==> src/rtl/pong_match_fsm.sv <==
// Match sequencer for the pong engine: menu, serve, rally, point, pause and game-over flow.
// Define WIN_BY_TWO_EN to require a two-point lead over every other player to win.
module pong_match_fsm #(
  parameter int NUM_PLAYERS        = 2,
  parameter int SCORE_W            = 4,
  parameter int WIN_SCORE          = 9,
  parameter int SERVE_DELAY_FRAMES = 60,
  parameter int POINT_PAUSE_FRAMES = 90,
  parameter int OVER_HOLD_FRAMES   = 600,
  localparam int PW = $clog2(NUM_PLAYERS)
) (
  input  logic                       clk_0,
  input  logic                       rst,
  input  logic                       frame_tick,
  input  logic                       start_trigger,
  input  logic [1:0]                 mode_choice,
  input  logic                       pause_req,
  input  logic                       point_scored,
  input  logic [PW-1:0]              point_player,
  output logic [1:0]                 mode,
  output logic [2:0]                 state,
  output logic                       game_startup,
  output logic                       serve_go,
  output logic                       rally_active,
  output logic [PW-1:0]              server,
  output logic [NUM_PLAYERS*SCORE_W-1:0] scores,
  output logic                       game_over,
  output logic [PW-1:0]              winner
);

  // state  | meaning
  // MENU   | idle, waiting for start_trigger
  // SERVE  | serve delay running, ball parked
  // RALLY  | ball in play, waiting for a point
  // POINT  | post-point display delay
  // PAUSED | frozen; saved state and counter restored on next pause_req
  // OVER   | match won; hold before auto-return to MENU
  typedef enum logic [2:0] {
    S_MENU   = 3'd0,
    S_SERVE  = 3'd1,
    S_RALLY  = 3'd2,
    S_POINT  = 3'd3,
    S_PAUSED = 3'd4,
    S_OVER   = 3'd5
  } state_t;

  localparam logic [SCORE_W-1:0] SCORE_MAX  = '1;
  localparam logic [SCORE_W-1:0] WIN_T      = SCORE_W'(WIN_SCORE);
  localparam logic [9:0]         SERVE_LAST = 10'(SERVE_DELAY_FRAMES - 1);
  localparam logic [9:0]         POINT_LAST = 10'(POINT_PAUSE_FRAMES - 1);
  localparam logic [9:0]         OVER_LAST  = 10'(OVER_HOLD_FRAMES - 1);

  state_t               state_q, state_d, saved_state_q, saved_state_d;
  logic [9:0]           cnt_q, cnt_d, saved_cnt_q, saved_cnt_d;
  logic [SCORE_W-1:0]   score_q [NUM_PLAYERS];
  logic [SCORE_W-1:0]   score_d [NUM_PLAYERS];
  logic [PW-1:0]        server_q, server_d, winner_q, winner_d;
  logic [1:0]           mode_q, mode_d;
  logic                 serve_go_q, serve_go_d;
  logic                 startup_q, rally_q, over_q;

  logic                 pt_valid;
  logic                 pt_win;
  logic [SCORE_W-1:0]   pt_cur;
  logic [SCORE_W-1:0]   pt_score;
`ifdef WIN_BY_TWO_EN
  logic                 margin_ok;
  logic                 lead;
`endif

  // Score the point would produce and whether it ends the match.
  always_comb begin
    pt_valid = 32'(point_player) < NUM_PLAYERS;
    pt_cur   = '0;
    for (int i = 0; i < NUM_PLAYERS; i++)
      if (point_player == PW'(i)) pt_cur = score_q[i];
    pt_score = (pt_cur == SCORE_MAX) ? pt_cur : pt_cur + 1'b1;
`ifdef WIN_BY_TWO_EN
    margin_ok = 1'b1;
    lead      = 1'b1;
    for (int i = 0; i < NUM_PLAYERS; i++) begin
      if (point_player != PW'(i)) begin
        if ({1'b0, pt_score} < {1'b0, score_q[i]} + (SCORE_W+1)'(2)) margin_ok = 1'b0;
        if (pt_score <= score_q[i]) lead = 1'b0;
      end
    end
    pt_win = ((pt_score >= WIN_T) && margin_ok) || ((pt_score == SCORE_MAX) && lead);
`else
    pt_win = pt_score >= WIN_T;
`endif
  end

  always_comb begin
    state_d       = state_q;
    saved_state_d = saved_state_q;
    saved_cnt_d   = saved_cnt_q;
    cnt_d         = (frame_tick && state_q != S_PAUSED) ? cnt_q + 10'd1 : cnt_q;
    score_d       = score_q;
    server_d      = server_q;
    winner_d      = winner_q;
    mode_d        = mode_q;
    serve_go_d    = 1'b0;
    case (state_q)
      S_MENU: if (start_trigger) begin
        mode_d = mode_choice;
        for (int i = 0; i < NUM_PLAYERS; i++) score_d[i] = '0;
        server_d = '0;
        winner_d = '0;
        state_d  = S_SERVE;
      end
      S_SERVE: begin
        if (pause_req) begin
          saved_state_d = S_SERVE;
          saved_cnt_d   = cnt_q;
          state_d       = S_PAUSED;
        end else if (frame_tick && cnt_q == SERVE_LAST) begin
          state_d    = S_RALLY;
          serve_go_d = 1'b1;
        end
      end
      S_RALLY: begin
        if (point_scored && pt_valid) begin
          for (int i = 0; i < NUM_PLAYERS; i++)
            if (point_player == PW'(i)) score_d[i] = pt_score;
          server_d = point_player;
          if (pt_win) begin
            winner_d = point_player;
            state_d  = S_OVER;
          end else begin
            state_d = S_POINT;
          end
        end else if (pause_req) begin
          saved_state_d = S_RALLY;
          saved_cnt_d   = cnt_q;
          state_d       = S_PAUSED;
        end
      end
      S_POINT: begin
        if (pause_req) begin
          saved_state_d = S_POINT;
          saved_cnt_d   = cnt_q;
          state_d       = S_PAUSED;
        end else if (frame_tick && cnt_q == POINT_LAST) begin
          state_d = S_SERVE;
        end
      end
      S_PAUSED: if (pause_req) begin
        state_d = saved_state_q;
        cnt_d   = saved_cnt_q;
      end
      S_OVER: if (start_trigger || (frame_tick && cnt_q == OVER_LAST)) state_d = S_MENU;
      default: state_d = S_MENU;
    endcase
    // Leaving PAUSED restores the saved count instead of clearing it.
    if (state_d != state_q && state_q != S_PAUSED) cnt_d = '0;
  end

  always_ff @(posedge clk_0 or negedge rst) begin
    if (!rst) begin
      state_q       <= S_MENU;
      saved_state_q <= S_MENU;
      cnt_q         <= '0;
      saved_cnt_q   <= '0;
      for (int i = 0; i < NUM_PLAYERS; i++) score_q[i] <= '0;
      server_q      <= '0;
      winner_q      <= '0;
      mode_q        <= '0;
      serve_go_q    <= 1'b0;
      startup_q     <= 1'b1;
      rally_q       <= 1'b0;
      over_q        <= 1'b0;
    end else begin
      state_q       <= state_d;
      saved_state_q <= saved_state_d;
      cnt_q         <= cnt_d;
      saved_cnt_q   <= saved_cnt_d;
      score_q       <= score_d;
      server_q      <= server_d;
      winner_q      <= winner_d;
      mode_q        <= mode_d;
      serve_go_q    <= serve_go_d;
      startup_q     <= (state_d == S_MENU);
      rally_q       <= (state_d == S_RALLY);
      over_q        <= (state_d == S_OVER);
    end
  end

  for (genvar g = 0; g < NUM_PLAYERS; g++) begin : g_scores
    assign scores[g*SCORE_W +: SCORE_W] = score_q[g];
  end

  assign state        = state_q;
  assign mode         = mode_q;
  assign game_startup = startup_q;
  assign serve_go     = serve_go_q;
  assign rally_active = rally_q;
  assign server       = server_q;
  assign game_over    = over_q;
  assign winner       = winner_q;

endmodule

==> config.mk <==
export PLATFORM = sky130hd
export DESIGN_NAME = pong_match_fsm
export DESIGN_NICKNAME = d
export VERILOG_FILES = /design/src/rtl/pong_match_fsm.sv
export SDC_FILE = /design/constraint.sdc
export NUM_CORES = 1
export LEC_CHECK = 0
export ABC_AREA = 0
export CAP_MARGIN = 20
export CORE_MARGIN = 5
export CORE_UTILIZATION = 60
export DETAILED_ROUTE_END_ITERATION = 10
export PLACE_DENSITY_LB_ADDON = 0.1
export SLEW_MARGIN = 20
export SYNTH_ARGS = -nofsm -noshare
export SYNTH_HDL_FRONTEND = slang
export SYNTH_SLANG_ARGS = --single-unit
==> constraint.sdc <==
create_clock -name clk_0 -period 3 [get_ports clk_0]
set_input_delay 0.6 -clock clk_0 [delete_from_list [all_inputs] [get_ports clk_0]]
set_output_delay 0.6 -clock clk_0 [all_outputs]
set_load 0.005 [all_outputs]
Word-level counts from Yosys, hierarchy flattened
Cells that the tools add are included.

word-level totals
  flip-flop bits (word level) = 42
  bits of input ports = 9
  output and inout port bits = 19
  logic and storage cells = 96

operators by class
  $add $sub $neg = 2
  magnitude comparators = 1
  equality and inequality tests = 22
  muxes and demuxes = 39
  reductions and logical operators = 19

operators with widths
  operator                                                                number
  10-bit two-way mux                                                      6
  3-bit two-way mux                                                       14
  10-bit case mux with 2 select lines                                     1
  2-bit inequality test, second input constant                            9
  3-bit case mux with 6 select lines                                      1
  4-bit two-way mux                                                       4
  8-bit two-way mux                                                       2
  8-bit case mux with 2 select lines                                      1
  4-bit AND reduction                                                     3
  10-bit by 1-bit adder with 10-bit output, second input constant         1
  10-bit equality test, second input constant                             1
  10-bit by 6-bit equality test with 1-bit output, second input constant  1
  10-bit by 7-bit equality test with 1-bit output, second input constant  1
  3-bit by 2-bit equality test with 1-bit output, second input constant   3
  3-bit equality test, second input constant                              3
  3-bit case mux with 3 select lines                                      1
  1-bit two-way mux                                                       7
  3-bit zero test                                                         2
  1-bit logical AND                                                       5
  5-bit AND reduction                                                     1
  4-bit by 1-bit adder with 4-bit output, second input constant           1
  4-bit equality test, second input constant                              1
  4-bit >= comparator, second input constant                              1
  1-bit case mux with 2 select lines                                      2
  other kinds (9)                                                         11

Depth between registers and ports, before layout
  word-level depth = 10
  mapped depth = 10
  mapped depth without buffers = 9

Least setup slack after synthesis
OpenSTA, ideal clock, no wires.

  path kind = input port to flip-flop
  from = in point_player
  to = reg rally_q, in the netlist rally_active
  library setup time = 0.133 ns
  data arrival time = 2.233 ns
  required time = 2.867 ns
  path slack = 0.634 ns
  cell stages on the path = 9
  path buffers = 1
  cells stage by stage = buf_6 -> mux2i_1 -> inv_2 -> ha_1 -> nor2_1 -> o211ai_2 -> a21oi_2 -> or3_4 -> nor2b_4

on the way
  longest elaborated chain between the ends = 8
  elaborated cells between the ends (all ways) = 9
  those cells by class = 1 x add/sub; 1 x order compare; 2 x eq/ne; 5 x mux

RTL lines
  item                                                                                  line  source
  start, declared                                                                       19    input logic [PW-1:0] point_player,
  4-bit two-way mux *                                                                   76    if (point_player == PW'(i)) pt_cur = score_q[i];
  4-bit by 1-bit adder with 4-bit output / 4-bit equality test (equally long branches)  77    pt_score = (pt_cur == SCORE_MAX) ? pt_cur : pt_cur + 1'b1;
  4-bit two-way mux *                                                                   77
  4-bit >= comparator *                                                                 89    pt_win = pt_score >= WIN_T;
  3-bit two-way mux *                                                                   126   if (pt_win) begin
  3-bit two-way mux *                                                                   122   if (point_scored && pt_valid) begin
  3-bit case mux with 6 select lines *                                                  103   case (state_q)
  named net state_d[1]                                                                  53    state_t state_q, state_d, saved_state_q, saved_state_d;
  3-bit by 2-bit equality test with 1-bit output *                                      183   rally_q <= (state_d == S_RALLY);
  end signal, assigned                                                                  183
  end, declared                                                                         60    logic startup_q, rally_q, over_q;

The timed path passes the listed nets; every way through them passes the cells marked *.
A chain may end at the register's enable or synchronous reset.

Worst setup path in the final report
  from = in point_player
  to = reg cnt_q[0]

on the way
  longest elaborated chain between the ends = 10
  elaborated cells between the ends (all ways) = 11
  those cells by class = 1 x add/sub; 1 x order compare; 2 x eq/ne; 6 x mux; 1 x reduce/logical

RTL lines
  item                                                                                  line  source
  4-bit two-way mux *                                                                   76
  4-bit by 1-bit adder with 4-bit output / 4-bit equality test (equally long branches)  77
  4-bit two-way mux *                                                                   77
  4-bit >= comparator *                                                                 89
  3-bit two-way mux *                                                                   126
  3-bit two-way mux *                                                                   122
  3-bit case mux with 6 select lines *                                                  103
  3-bit inequality test *                                                               155   if (state_d != state_q && state_q != S_PAUSED) cnt_d = '0;
  1-bit logical AND *                                                                   155
  10-bit two-way mux *                                                                  155
  named net cnt_d[0]                                                                    54    logic [9:0] cnt_q, cnt_d, saved_cnt_q, saved_cnt_d;
  end signal, assigned                                                                  175   cnt_q <= cnt_d;
  end, declared                                                                         54

Marks and branches as above.

==> run_results.csv <==
group,metric,value,unit
run_status,status,"finished, final reports clean",
global_route,grtUsageTotal,21.8,%
setup_path,startpoint_type,"primary input",
pwr,power_leakage,0.00119,uW
clocking,htree_levels,2,
timing,maxSlewViolCount,0,
setup_path,critPathBufInv,3,
cells_and_area,design_area,2750,sq um
clocking,cts_setup_buffers,0,
setup_path,rr_worst_depth,6,
clocking,cts_tree,"yes",
routing,via_count,1787,
clocking,clk_pin_slew,0.08,ns
routing,dr.first_iter.drc_count,131,
yosys,syn-num-nets,226,
clocking,cts_resized,0,
place,place_area,2650,sq um
setup_path,worstSetupPathType,"primary input to register",
timing,finalHoldViolCount,0,
routing,drc,0,
clocking,clk_path_buf_depth,2,
setup_path,cp_top_family,"buffers and inverters",
yosys,yosysTopAreaCell,"dfrtp_1",
setup_path,endpoint_kind,"register",
die,rows,22,
place,hpwl,3640,um
cells_and_area,drive_above_1_share,24.2,%
routing,first_pass_iters,4,
cells_and_area,num_antenna_cells,0,
die,die_h,72.1,um
setup_path,worst-path-max-fanout,7,
cells_and_area,nets,259,
yosys,ys_ff_latch,41,
setup_path,cp_data_arrival_time,2.76,ns
routing,via_per_inst,6.04,
setup_path,ff2ff_setup_slack,0.92,ns
routing,totalWireLength,4980,um
yosys,synthTopCellsByArea,"dfrtp_1, mux2_2, nor2_1",
setup_path,max_stage_delay,0.56,ns
cells_and_area,final_cell_mix,"dfrtp_1, clkdlybuf4s50_1, mux2_2",
place,gp_congestion,0.967,
timing,setup_viol,0,
yosys,synthDistinctLibCells,57,
timing,worst_pin_slew,0.898,ns
setup_path,crit_cells,10,
global_route,grt_pass1_vias,1874,
yosys,yosys_most_used_dff,"dfrtp_1",
die,dieArea,5200,sq um
pwr,max-vdd-ir-drop,0.000436,V
clocking,cts_root_buffer,"clkbuf_8",
cells_and_area,final_common_cell,"dfrtp_1",
setup_path,rr_startpoint,"state[0]",
clocking,cts_buffers,5,
timing,timing.fmax,387,MHz
setup_path,crit_path_frequent_cell,"nor2_1",
cells_and_area,syn_to_final_growth,18.9,%
timing,relSlewSlack,40.1,%
clocking,clock-sinks,41,
die,io_pins,28,
die,core-area,3690,sq um
clocking,cts_hold_repair.buffers,0,
yosys,synth_seq_area_share,44.4,%
min_path,hp-class,"primary input to asynchronous set/reset pin",
setup_path,reg2reg_to,"cnt_q[2]",
timing,finClkSkew,0.00572,ns
routing,detail-route-antenna-nets,0,
yosys,syn_area,2320,sq um
yosys,async_flop_share,100,%
yosys,synth_top_area_share,43.2,%
timing,post-route-period-util,86.2,%
yosys,synth_edf_count,0,
global_route,grt_pass1_wl,8900,um
place,io_buffers,27,
yosys,ys_warn_count,0,
die,dieWidth,72.1,um
die,initial_core_util,62.8,%
routing,routedWlPerCell,16.8,um
run,drv_cap,0,
global_route,grt_max_degree,42,
setup_path,crit_slowest_cell,"clkdlybuf4s50_1",
timing,grt_setup_unrepaired,"no",
yosys,syn-instance-count,214,
yosys,avgSynthCellArea,10.8,sq um
timing,setup_tns,0,ns
timing,period_needed,2.59,ns
pwr,p_per_area,720,nW/um^2
global_route,antenna_found_initial,0,
global_route,grt_overflow,0,
clocking,clk_latency,0.30,ns
setup_path,worstPathRequired,3.17,ns
setup_path,cp_cell_sequence,"clkdlybuf4s50_1 -> mux2i_1 -> inv_2 -> ha_1 -> inv_1 -> nor2_1 -> o21ai_2 -> a21oi_2 -> o31ai_4 -> nor2_1",
area by class of cell:
| class | instances | area (sq um) |
|---|---|---|
| Clock buffer | 7 | 96.3 |
| Clock inverter | 1 | 5.00 |
| Fill cell | 271 | 936 |
| Inverter | 10 | 37.5 |
| Multi-Input combinational cell | 154 | 1200 |
| Sequential cell | 41 | 1030 |
| Tap cell | 48 | 60.1 |
| Timing Repair Buffer | 35 | 325 |
cells in the mapped netlist, types with 2 or more instances:
| cell type | number |
|---|---|
| nor3_1 | 4 |
| nand4_1 | 5 |
| xnor2_1 | 6 |
| mux2i_1 | 4 |
| a21oi_2 | 2 |
| o21ai_1 | 3 |
| mux2_4 | 2 |
| mux2_2 | 19 |
| o21ai_0 | 4 |
| nand2_1 | 16 |
| nand3_1 | 3 |
| nor2b_1 | 3 |
| ha_1 | 3 |
| and2_1 | 5 |
| buf_2 | 4 |
| inv_2 | 2 |
| dfrtp_1 | 40 |
| nor3_2 | 3 |
| inv_1 | 8 |
| and3_1 | 2 |
| a211oi_1 | 6 |
| nor3b_1 | 2 |
| xor2_1 | 2 |
| o31ai_1 | 2 |
| nor4_2 | 2 |
| o221ai_1 | 3 |
| clkbuf_1 | 3 |
| nor2_1 | 17 |
| a21oi_1 | 8 |
| o21ai_2 | 2 |
| a31oi_1 | 3 |
sequential cells by signal, indices dropped and copies added (netlist names), 2 cells and up:
register       flops
cnt_q             10
mode               2
saved_cnt_q       10
saved_state_q      2
scores             8
state              3
how the worst max path moves through the flow:
stage | start | to | slack [ns]
after floorplan | point_player | rally_active | 0.63
final | point_player | cnt_q[0] | 0.41
after detailed placement | point_player | cnt_q[0] | 0.13
after global routing | point_player | cnt_q[2] | 0.26
after CTS | point_player | rally_active | 0.43
after global placement | point_player | rally_active | 0.23
report_power, final:
part	leakage, uW	total (uW)	internal (uW)	switching, uW
clock	0.0000542	400	208	192
sequential	0.000546	871	700	171
combinational	0.000587	710	356	355
layer usage:
metal	track usage (%)	vias up	wire, um
met1	28.3	895	2260
met5	0	-	0
met2	35.3	44	2430
li1	-	841	-
met4	7.72	0	62
met3	5.82	7	232
per-stage QoR:
step                      setup WS [ns]  std cells  total power (uW)  utilization, %  hold slack (ns)
after global placement            0.225        288              1550            71.9            0.474
after detailed placement          0.135        288              1590            71.9            0.489
after global routing              0.261        296              2110            74.6            0.512
after floorplan                   0.634        214              1330               -            0.304
after CTS                         0.427        296              1990            74.6            0.451
final                             0.413        296              1980            74.6            0.423
kinds of logic after synthesis:
kind of cell	after synthesis	synth area share, %
AOI/OAI and AO/OA	43	14.4
xor gates and xnor gates	8	3.03
adders and majority gates	3	1.62
buffers and inverters	19	3.78
DFF	41	44.4
muxes	26	13.2
and+or+nand+nor	74	19.6
worst register-to-register path: cells and delay by family (launching register included):
kind             cells  cell delay (ns)
AND/OR/NAND/NOR      2             0.54
flip-flops           1             0.66
AO/OA/AOI/OAI        4             0.79
No activity file was read; power rests on OpenSTA's default activity.
